`src/rtl/tm1640_ctrl.sv`:
```
// TM1640 frame sequencer: turns a 16-byte segment image plus brightness and
// on/off settings into the 19-byte, three-frame refresh transaction. Bytes are
// fed to the downstream serialiser over its latch/busy handshake, and in-frame
// bytes use its continuation rule.
module tm1640_ctrl #(
   parameter int GAP_CYCLES     = 16,
   parameter int REFRESH_CYCLES = 0
) (
   input  logic         clk,
   input  logic         rst,
   input  logic         start,
   input  logic [127:0] segs,
   input  logic [2:0]   brightness,
   input  logic         display_on,
   output logic         ready,
   output logic         done,
   output logic         data_latch,
   output logic [7:0]   data_in,
   output logic         data_stop_bit,
   input  logic         busy
);

   localparam int GW = (GAP_CYCLES > 1) ? $clog2(GAP_CYCLES) : 1;
   localparam logic [4:0] LAST_IDX = 5'd18;
   localparam logic [4:0] LAST_GRID_IDX = 5'd17;

   typedef enum logic [2:0] {
      IDLE,
      FIRE,
      ARM,
      STREAM,
      GAP,
      DONE
   } state_t;

   state_t         state;
   state_t         state_next;
   logic           pending;
   logic           refresh_tick;
   logic [GW-1:0]  gap_cnt;
   logic [4:0]     staged_idx;
   logic [4:0]     inflight_idx;
   logic           inflight_stop;
   logic [127:0]   shadow_segs;
   logic [2:0]     shadow_bright;
   logic           shadow_on;

   logic           accept;
   logic           capture;
   logic           stage_en;
   logic [4:0]     stage_sel;
   logic [7:0]     stage_byte;
   logic           stage_stop;
   logic [3:0]     grid_idx;

   generate
      if (REFRESH_CYCLES > 0) begin : g_refresh
         localparam int RW = (REFRESH_CYCLES > 1) ? $clog2(REFRESH_CYCLES) : 1;
         logic [RW-1:0] refresh_cnt;

         // Free-running period counter; wraps and ticks on its last count.
         always_ff @(posedge clk) begin
            if (rst) begin
               refresh_cnt <= '0;
            end else if (refresh_cnt == RW'(REFRESH_CYCLES - 1)) begin
               refresh_cnt <= '0;
            end else begin
               refresh_cnt <= refresh_cnt + RW'(1);
            end
         end

         assign refresh_tick = (refresh_cnt == RW'(REFRESH_CYCLES - 1));
      end else begin : g_no_refresh
         assign refresh_tick = 1'b0;
      end
   endgenerate

   // State register.
   always_ff @(posedge clk) begin
      if (rst) begin
         state <= IDLE;
      end else begin
         state <= state_next;
      end
   end

   // Next-state, handshake outputs and the staging/capture strobes for the datapath.
   always_comb begin
      state_next = state;
      accept     = 1'b0;
      capture    = 1'b0;
      stage_en   = 1'b0;
      stage_sel  = staged_idx + 5'd1;
      ready      = 1'b0;
      done       = 1'b0;
      data_latch = 1'b0;
      case (state)
         IDLE: begin
            ready = ~pending;
            if (start || pending || refresh_tick) begin
               accept     = 1'b1;
               stage_en   = 1'b1;
               stage_sel  = 5'd0;
               state_next = FIRE;
            end
         end
         FIRE: begin
            data_latch = 1'b1;
            capture    = 1'b1;
            stage_en   = ~data_stop_bit;
            state_next = ARM;
         end
         ARM: begin
            state_next = STREAM;
         end
         STREAM: begin
            if (!busy) begin
               if (!inflight_stop) begin
                  capture    = 1'b1;
                  stage_en   = 1'b1;
                  state_next = ARM;
               end else if (inflight_idx == LAST_IDX) begin
                  state_next = DONE;
               end else begin
                  stage_en   = 1'b1;
                  stage_sel  = inflight_idx + 5'd1;
                  state_next = GAP;
               end
            end
         end
         GAP: begin
            if (gap_cnt == GW'(GAP_CYCLES - 1)) begin
               state_next = FIRE;
            end
         end
         DONE: begin
            done       = 1'b1;
            state_next = IDLE;
         end
         default: begin
            state_next = IDLE;
         end
      endcase
   end

   // Byte table: command bytes, the 16 grid bytes from the snapshot, then display control.
   always_comb begin
      stage_byte = 8'h00;
      stage_stop = 1'b0;
      grid_idx   = 4'(stage_sel - 5'd2);
      if (stage_sel == 5'd0) begin
         stage_byte = 8'h40;
         stage_stop = 1'b1;
      end else if (stage_sel == 5'd1) begin
         stage_byte = 8'hC0;
         stage_stop = 1'b0;
      end else if (stage_sel <= LAST_GRID_IDX) begin
         stage_byte = shadow_segs[{grid_idx, 3'b000} +: 8];
         stage_stop = (stage_sel == LAST_GRID_IDX);
      end else begin
         stage_byte = shadow_on ? {5'b10001, shadow_bright} : 8'h80;
         stage_stop = 1'b1;
      end
   end

   // Snapshot, staged byte, in-flight tracking and the one-deep pending request.
   always_ff @(posedge clk) begin
      if (rst) begin
         shadow_segs   <= '0;
         shadow_bright <= '0;
         shadow_on     <= 1'b0;
         staged_idx    <= '0;
         data_in       <= 8'h00;
         data_stop_bit <= 1'b0;
         inflight_idx  <= '0;
         inflight_stop <= 1'b0;
         pending       <= 1'b0;
      end else begin
         if (accept) begin
            shadow_segs   <= segs;
            shadow_bright <= brightness;
            shadow_on     <= display_on;
         end
         if (capture) begin
            inflight_idx  <= staged_idx;
            inflight_stop <= data_stop_bit;
         end
         if (stage_en) begin
            staged_idx    <= stage_sel;
            data_in       <= stage_byte;
            data_stop_bit <= stage_stop;
         end
         if (accept) begin
            pending <= 1'b0;
         end else if (state != IDLE && (start || refresh_tick)) begin
            pending <= 1'b1;
         end
      end
   end

   // Idle spacing between frames.
   always_ff @(posedge clk) begin
      if (rst || state != GAP) begin
         gap_cnt <= '0;
      end else begin
         gap_cnt <= gap_cnt + GW'(1);
      end
   end

endmodule

```
`config.mk`:
```
export PLATFORM = sky130hd
export DESIGN_NAME = tm1640_ctrl
export DESIGN_NICKNAME = d
export VERILOG_FILES = /design/src/rtl/tm1640_ctrl.sv
export SDC_FILE = /design/constraint.sdc
export NUM_CORES = 1
export LEC_CHECK = 0
export CAP_MARGIN = 20
export CORE_UTILIZATION = 35
export CTS_CLUSTER_SIZE = 8
export DETAILED_ROUTE_END_ITERATION = 6
export GPL_TIMING_DRIVEN = 1
export PLACE_DENSITY = 0.61
export SLEW_MARGIN = 20
export SYNTH_ARGS = -nofsm -noshare
export SYNTH_HDL_FRONTEND = slang
export SYNTH_SLANG_ARGS = --single-unit
```
`constraint.sdc`:
```
create_clock -name clk -period 7.1 [get_ports clk]
set_input_delay 1.42 -clock clk [delete_from_list [all_inputs] [get_ports clk]]
set_output_delay 1.42 -clock clk [all_outputs]
set_load 0.05 [all_outputs]
```
; ---- Word level (Yosys, flattened, before mapping)
; Cells that the tools add are included.
[op_classes]
multipliers = 0
bitwise_logic = 2
magnitude_cmp = 1
n_reduce_logical = 8
n_mux = 30
addsub = 4
div_mod_pow = 0
n_shift = 1
n_eq_ne = 13
[ops]
columns = operator, n
row1 = $shiftx A128 B8 Y8, 1
row2 = $mux W8, 3
row3 = $mux W5, 4
row4 = $pmux W3 S5, 1
row5 = $mux W1, 14
row6 = $mux W3, 4
row7 = $add A5 B1 Y5 const B, 2
row8 = $eq A5 B5 Y1 const B, 2
row9 = $pmux W5 S2, 1
row10 = $eq A3 B2 Y1 const B, 2
row11 = $eq A3 B3 Y1 const B, 2
row12 = $ne A2 B2 Y1 const B, 3
row13 = $eq A5 B1 Y1 const B, 1
row14 = $le A5 B5 Y1 const B, 1
row15 = $logic_not A5 Y1, 1
row16 = $add A4 B1 Y4 const B, 1
row17 = $eq A4 B4 Y1 const B, 1
row18 = $mux W4, 1
row19 = $sub A4 B2 Y4 const B, 1
row20 = $eq A3 B1 Y1 const B, 1
row21 = $logic_not A3 Y1, 1
row22 = $ne A3 B3 Y1 const B, 1
row23 = $pmux W1 S3, 1
row24 = $reduce_and A3 Y1, 1
row25 = 6 further kinds, 8
[word_totals]
latch_bits = 0
mem_bits_rw = 0
wordCells = 70
reg_bits = 160
memories = 0
rom_bits = 0
in_bits = 136

; ---- Logic depth before layout (Yosys ltp)
; Gate-level depths: netlist (run 1).
[logic_depth]
word_depth = 10
mapped_depth = 17

; ---- Worst setup path after synthesis (run 1)
; OpenSTA, ideal clock, no wires.
[synth_path]
kind = input-to-reg
start = in busy
end = reg data_in[3]
setup_slack_ns = 2.682
stages = 14
required_time_ns = 7.012
setup_time_ns = 0.088
arrival_time_ns = 4.330
path_buffers = 3
cell_sequence = and2b_1 nand3_4 a31o_4 inv_2 clkbuf_1 clkbuf_1 ha_1 inv_1 a211oi_1 and4_1 a311oi_2 or4_1 buf_2 o32ai_2
[synth_between]
elab_chain_cells = 7
word_cells_on_any_way = 12
classes_between = add/sub: 1 / order compare: 1 / eq/ne: 1 / shift: 1 / mux: 7 / reduce/logical: 1
[synth_lines]
columns = element, line
row1 = from (decl), 20  ; input logic busy
row2 = $mux W5, 117  ; if (!busy) begin
row3 = $pmux W5 S2, 97  ; case (state)
row4 = $sub A4 B2 Y4, 150  ; grid_idx = 4'(stage_sel - 5'd2);
row5 = $shiftx A128 B8 Y8, 158  ; stage_byte = shadow_segs[{grid_idx, 3'b000} +: 8];
row6 = $mux W8, 157  ; end else if (stage_sel <= LAST_GRID_IDX) begin
row7 = $mux W8, 154  ; end else if (stage_sel == 5'd1) begin
row8 = $mux W8, 151  ; if (stage_sel == 5'd0) begin
row9 = to (signal assigned), 190  ; data_in <= stage_byte;
row10 = to (decl), 18  ; output logic [7:0] data_in,
; Several ways; a longest one is shown, not always the timed one.
; A chain may end at the register's enable or synchronous reset.

; ---- Worst setup path in the final report (run 1)
[layout_path]
start = in start
end = reg data_in[0]
[layout_between]
elab_chain_cells = 8
word_cells_on_any_way = 13
classes_between = add/sub: 1 / order compare: 1 / eq/ne: 1 / shift: 1 / mux: 7 / reduce/logical: 2
[layout_lines]
columns = element, line
row1 = from (decl), 11  ; input logic start,
row2 = $logic_or A1 B1 Y1 (*), 100  ; if (start || pending || refresh_tick) begin
row3 = $mux W5, 100
row4 = $pmux W5 S2, 97
row5 = $sub A4 B2 Y4, 150
row6 = $shiftx A128 B8 Y8, 158
row7 = $mux W8, 157
row8 = $mux W8, 154
row9 = $mux W8, 151
; Mark *: on every way between the ends. The rest lies on a longest branch, timed or not.

==> reports/metrics.cfg, run 1 <==
[synthesis]
ys_warn_count = 0
synthesis.area_um2 = 7370
ys_ff_latch = 160
ys.flop_type = dfxtp_1
ys_seq_area_share_pct = 43.4
syn_area_per_cell_um2 = 7.75
synth_cell_types = 59
synthArstFlopShare_pct = 0
syn_inst = 951
synth_enable_flop_cells = 0
synth_nets = 1092

[route]
drc = 0
viasPerCell = 5.12
vias = 6841
drt-total-wl_mm = 22.2
dr.first_iter.drc_count = 528
firstDrtPassIters = 5
final_antenna_net_count = 0
wire_per_inst_um = 16.6

[placement]
gp_congestion = 0.854
place.port_buffers = 147
hpwl_mm = 15.6

[timing]
relSlewSlack_pct = 33.1
finalHoldViolations = 0
fmax_mhz = 211
setup_tns_ps = 0
timing.final.crit_share_pct = 66.9
report.final.slew_viol_count = 0
hold_ws_ps = 448
skew_ps = 7.01
fin_crit_ps = 4750
setup_violations = 0
max_slew.worst_pin.slew_ps = 996
rsz0062_at_grt = no

[power]
power_per_cell_area_nw_per_um2 = 442
ir_worst_vdd_mv = 0.292
p_leak_uw = 0.00342

[floorplanning]
die_y_um = 147
coreArea_um2 = 20400
dieWidth_um = 147
start_util_pct = 36.1
die-area_um2 = 21600
num_rows = 52
io_pins = 148

[cells_and_area]
fill_cells = 2097
final_common_cell = nand2_1
multi_input_area_um2 = 3760
fin_nets = 1195
n_antenna_cell = 0
syn2layout_area_growth_pct = 29.1
drive_above_1_share_pct = 5.62
final_cell_mix = nand2_1 (289), dfxtp_1 (160), a21oi_1 (154)
ff_latch_area_um2 = 3200

[critical_path]
arrival_ps = 5090
required_ps = 7440
cp-end-kind = flip-flop
worstSetupPathType = in -> reg
path_max_fanout = 61
cp-start-kind = input port

[grt]
grt_max_degree = 79
use_met2_pct = 31.7
grt.met1_usage_pct = 29.5
top_usage_layer = met2
track_usage_pct = 20.8
grt_pass1_vias = 6416
grt_pass1_wl_mm = 35.0
grt_use_met3_pct = 4.60
antenna_found_initial = 0
grt_overflow_total = 0

[clock_network]
cts.sinks = 160
path_clk_slew_ps = 60
cts_made_buffers = 17
postCtsSetupBuffers = 0
insertion_delay_ps = 430
cts-root-buf = clkbuf_16
cts_tree = built
cts_max_path_buffers = 2
cts_hold_buf = 0
htree_levels = 4
cts_resized = 0

[run]
timing.max_cap.violations = 0

[worst_hold_path]
hold_path_class = reg -> reg

[run_status]
outcome = completed

worst max-delay path, cell delays in order:
cell and delay, ps:
clkdlybuf4s50_1 420, or2_1 320, nand2_4 510, a31o_4 320, inv_2 50, ha_1 590
inv_1 350, a2111oi_0 770, nor4_1 130, o221ai_1 190
report_power, final:
part	leakage (µW)	switching [µW]	total [µW]	internal [µW]
logic	0.00184	1340	2030	691
clock network	0.000269	392	856	464
registers	0.00131	186	1320	1130
cell families (layout without fill, tap and decap cells):
kind of cell,after synthesis,count (layout),share of synthesized area (%)
XOR/XNOR,9,9,1.07
adder cells (fa/ha/maj),5,5,0.849
buffers and inverters,105,221,5.75
multiplexers,36,36,4.89
AO/OA/AOI/OAI,268,268,22.9
AND/OR/NAND/NOR,368,368,21.1
flip-flops,160,160,43.4
sequential cells by signal, summed over array words and instances (netlist names):
signal,count
gap_cnt,4
shadow_on,1
shadow_bright,3
state,3
staged_idx,5
data_stop_bit,1
inflight_stop,1
shadow_segs,128
inflight_idx,5
pending,1
data_in,8
area by class of cell:
class | instances | area share [%]
timing repair buffer | 158 | 16.3
clock inverter | 13 | 1.07
inverter | 31 | 1.22
tap | 270 | 3.55
sequential | 160 | 33.7
multi-input combinational | 686 | 39.5
clock buffer | 19 | 4.65
routing by layer:
layer	wire, µm	up-vias
met3	966	19
met2	9870	167
met4	297	0
met5	0	-
met1	11000	3149
li1	-	3506
final timing paths:
| kind | from | to | slack, ps | depth (start not counted) |
|---|---|---|---|---|
| hold / removal | gap_cnt[0] | gap_cnt[0] | 450 | 1 |
| hold reg to reg | gap_cnt[0] | gap_cnt[0] | 450 | 1 |
| setup reg to reg | inflight_idx[0] | data_in[0] | 3200 | 11 |
| setup / recovery | start | data_in[0] | 2350 | 10 |
cells in the mapped netlist (all sizes together), types with 4 or more instances:
master | count | area, µm²
a2111oi | 20 | 175
a211oi | 49 | 368
a21oi | 155 | 776
a221oi | 13 | 114
a31oi | 4 | 25.0
buf | 12 | 75.1
clkbuf | 62 | 233
dfxtp | 160 | 3200
ha | 5 | 62.6
inv | 31 | 116
mux2i | 36 | 360
nand2 | 290 | 1090
nand3 | 11 | 67.6
nor2 | 27 | 109
nor3 | 11 | 60.1
nor4 | 8 | 71.3
o21ai | 7 | 35.0
xor2 | 6 | 52.6
stage by stage:
| stage | setup WS, ps | util, % | power (µW) | area (µm²) | std cells |
|---|---|---|---|---|---|
| after CTS | 2440 | 46.6 | 4220 | 9520 | 1337 |
| after global routing | 2060 | 46.6 | 4500 | 9520 | 1337 |
| final | 2350 | 46.6 | 4210 | 9520 | 1337 |
| after global placement | 2050 | 43.9 | 3350 | 8970 | 1305 |
| after detailed placement | 2010 | 43.9 | 3360 | 8970 | 1305 |
| after floorplan | 2680 | - | 2760 | 7370 | 951 |
No activity file was read; power rests on OpenSTA's default activity.
==> inputs of run 2 (changes only) <==
Settings changed: PLACE_DENSITY 0.61 to 0.63.
Clock period 7.1 ns to 3.83 ns, I/O delays scaled along.
==> reports/metrics.cfg, run 2 (synthesized netlist as in run 1, its figures left out) <==
[critical_path]
required_ps = 4190  ; was 7440 ps
cp-start-kind = flip-flop  ; was input port
arrival_ps = 3760  ; was 5090 ps
crit_buf_inv = 3  ; unchanged
worstSetupPathType = reg -> reg  ; was in -> reg
critPathTopFamily = compound AO/OA/AOI/OAI gates  ; unchanged
critPathMaxStageDelay_ps = 620  ; was 770 ps
path_max_fanout = 16  ; was 61
cp-end-kind = flip-flop  ; unchanged
path_cells = inv_1, ha_1, and4bb_1, nor4_2, a31o_4, inv_2, ha_1, inv_1, o21ai_0, o311a_1, a2111oi_0, nor4_1, a21oi_1  ; was clkdlybuf4s50_1, or2_1, nand2_4, a31o_4, inv_2, ha_1, inv_1, a2111oi_0, nor4_1, o221ai_1
crit_path_top_delay_cell = a2111oi_0  ; unchanged

[power]
p_sw_uw = 3690  ; was 1920 µW
clockPowerShare_pct = 20.5  ; was 20.4%
p_seq_share_pct = 29.7  ; was 31.3%
p_leak_uw = 0.00352  ; was 0.00342 µW
comb_power_share_pct = 49.8  ; was 48.4%
power.internal_uw = 4470  ; was 2280 µW
ir_worst_vdd_mv = 0.506  ; was 0.292 mV
netSwitchingFraction_pct = 45.2  ; was 45.7%
power_per_cell_area_nw_per_um2 = 840  ; was 442 nW/µm²

[route]
wire_per_inst_um = 16.4  ; was 16.6 µm
wl_met3_mm = 1.31  ; was 966 µm
highest_layer = met4  ; unchanged
dr.first_iter.drc_count = 575  ; was 528
wl_met2_mm = 9.91  ; was 9.87 mm
wl_met1_mm = 10.5  ; was 11.0 mm
firstDrtPassIters = 5  ; unchanged
drt-total-wl_mm = 22.2  ; about the same
vias = 7089  ; was 6841
final_antenna_net_count = 0  ; unchanged
viasPerCell = 5.24  ; was 5.12
drc = 0  ; unchanged

[clock_network]
cts.sinks = 160  ; unchanged
cts-root-buf = clkbuf_16  ; unchanged
insertion_delay_ps = 430  ; about the same
cts_hold_buf = 0  ; unchanged
path_clk_slew_ps = 70  ; was 60 ps
htree_levels = 4  ; unchanged
postCtsSetupBuffers = 0  ; unchanged
cts_resized = 0  ; unchanged
cts_max_path_buffers = 2  ; unchanged
cts_tree = built  ; unchanged
cts_made_buffers = 17  ; unchanged

[cells_and_area]
fin_util_pct = 47.6  ; was 46.6%
n_antenna_cell = 0  ; unchanged
syn2layout_area_growth_pct = 31.8  ; was 29.1%
drive_above_1_share_pct = 7.10  ; was 5.62%
final_cell_mix = nand2_1 (289), dfxtp_1 (160), a21oi_1 (154)  ; unchanged
largest_reg_flops = 128  ; unchanged
top_regs = shadow_segs (128), data_in (8)  ; unchanged
final_common_cell = nand2_1  ; unchanged
regMostFlops = shadow_segs  ; unchanged
fin_nets = 1212  ; was 1195

[floorplanning]
die_y_um = 147  ; unchanged
dieWidth_um = 147  ; unchanged
die-area_um2 = 21600  ; unchanged
start_util_pct = 36.1  ; unchanged
io_pins = 148  ; unchanged
coreArea_um2 = 20400  ; unchanged
num_rows = 52  ; unchanged

[grt]
antenna_found_initial = 0  ; unchanged
grt_max_degree = 133  ; was 79
grt_pass1_wl_mm = 35.2  ; was 35.0 mm
track_usage_pct = 20.8  ; about the same
grt_overflow_total = 0  ; unchanged
grt_pass1_vias = 6580  ; was 6416

[timing]
fmax_mhz = 295
setup_tns_ps = 0  ; unchanged
skew_ps = 10.6  ; was 7.01 ps
fin_crit_ps = 3390
relSlewSlack_pct = 45.4  ; was 33.1%
rsz0062_at_grt = no  ; unchanged
timing.final.crit_share_pct = 88.6
setup_violations = 0  ; unchanged
finalHoldViolations = 0  ; unchanged
report.final.slew_viol_count = 0  ; unchanged
max_slew.worst_pin.slew_ps = 818  ; was 996 ps

[run]
timing.max_cap.violations = 0  ; unchanged

[run_status]
outcome = completed  ; unchanged

[worst_hold_path]
hold_path_class = reg -> reg  ; unchanged

[placement]
place.port_buffers = 147  ; unchanged
hpwl_mm = 15.7  ; was 15.6 mm
gp_congestion = 0.909  ; was 0.854

[run 2: cell count changes in the layout (fill, tap and decap cells not counted), sizes merged]
cell      change
buf          +17
bufinv        +1
clkbuf        -1
clkinv        -1
clkinvlp      +1
[run 2: final timing paths]
path                   startpoint    endpoint  slack (ps)  depth (start not counted)
setup / recovery  inflight_idx[0]  data_in[7]         440                         13
hold / removal         gap_cnt[0]  gap_cnt[0]         450                          1
setup reg to reg  inflight_idx[0]  data_in[7]         440                         13
hold reg to reg        gap_cnt[0]  gap_cnt[0]         450                          1
[run 2: power groups by stage]
stage	Sequential [µW]	Combinational, µW	Clock (µW)
5_1_grt	2470	4420	1780
3_5_place_dp	2450	4030	0
3_3_place_gp	2450	3990	0
4_1_cts	2420	4040	1710
2_1_floorplan	2430	2690	0
6_report	2420	4070	1670
[run 2: layout make-up]
| class | instances | area [µm²] |
|---|---|---|
| flip-flops and latches | 160 | 3200 |
| multi-input cells | 686 | 3760 |
| clock inverters | 14 | 150 |
| well taps | 270 | 338 |
| repair buffers | 175 | 1720 |
| clock buffers | 18 | 429 |
| inverters | 31 | 116 |
| fillers | 2084 | 10700 |
[run 2: per-layer routing]
metal | track usage (%) | up-vias
met3 | 4.25 | 33
met1 | 29.1 | 3266
li1 | - | 3538
met5 | 0 | -
met4 | 7.94 | 0
met2 | 31.1 | 252
[run 2: through the flow]
step | hold slack [ps] | cells | setup WS, ps | total power [µW] | instance area [µm²]
finish | 451 | 1354 | 437 | 8160 | 9720
global route | 469 | 1354 | 134 | 8670 | 9720
CTS | 455 | 1354 | 476 | 8170 | 9720
detailed placement | 443 | 1322 | 46.3 | 6480 | 9140
global placement | 435 | 1322 | 116 | 6440 | 9140
floorplan | 418 | 951 | 65.6 | 5120 | 7370
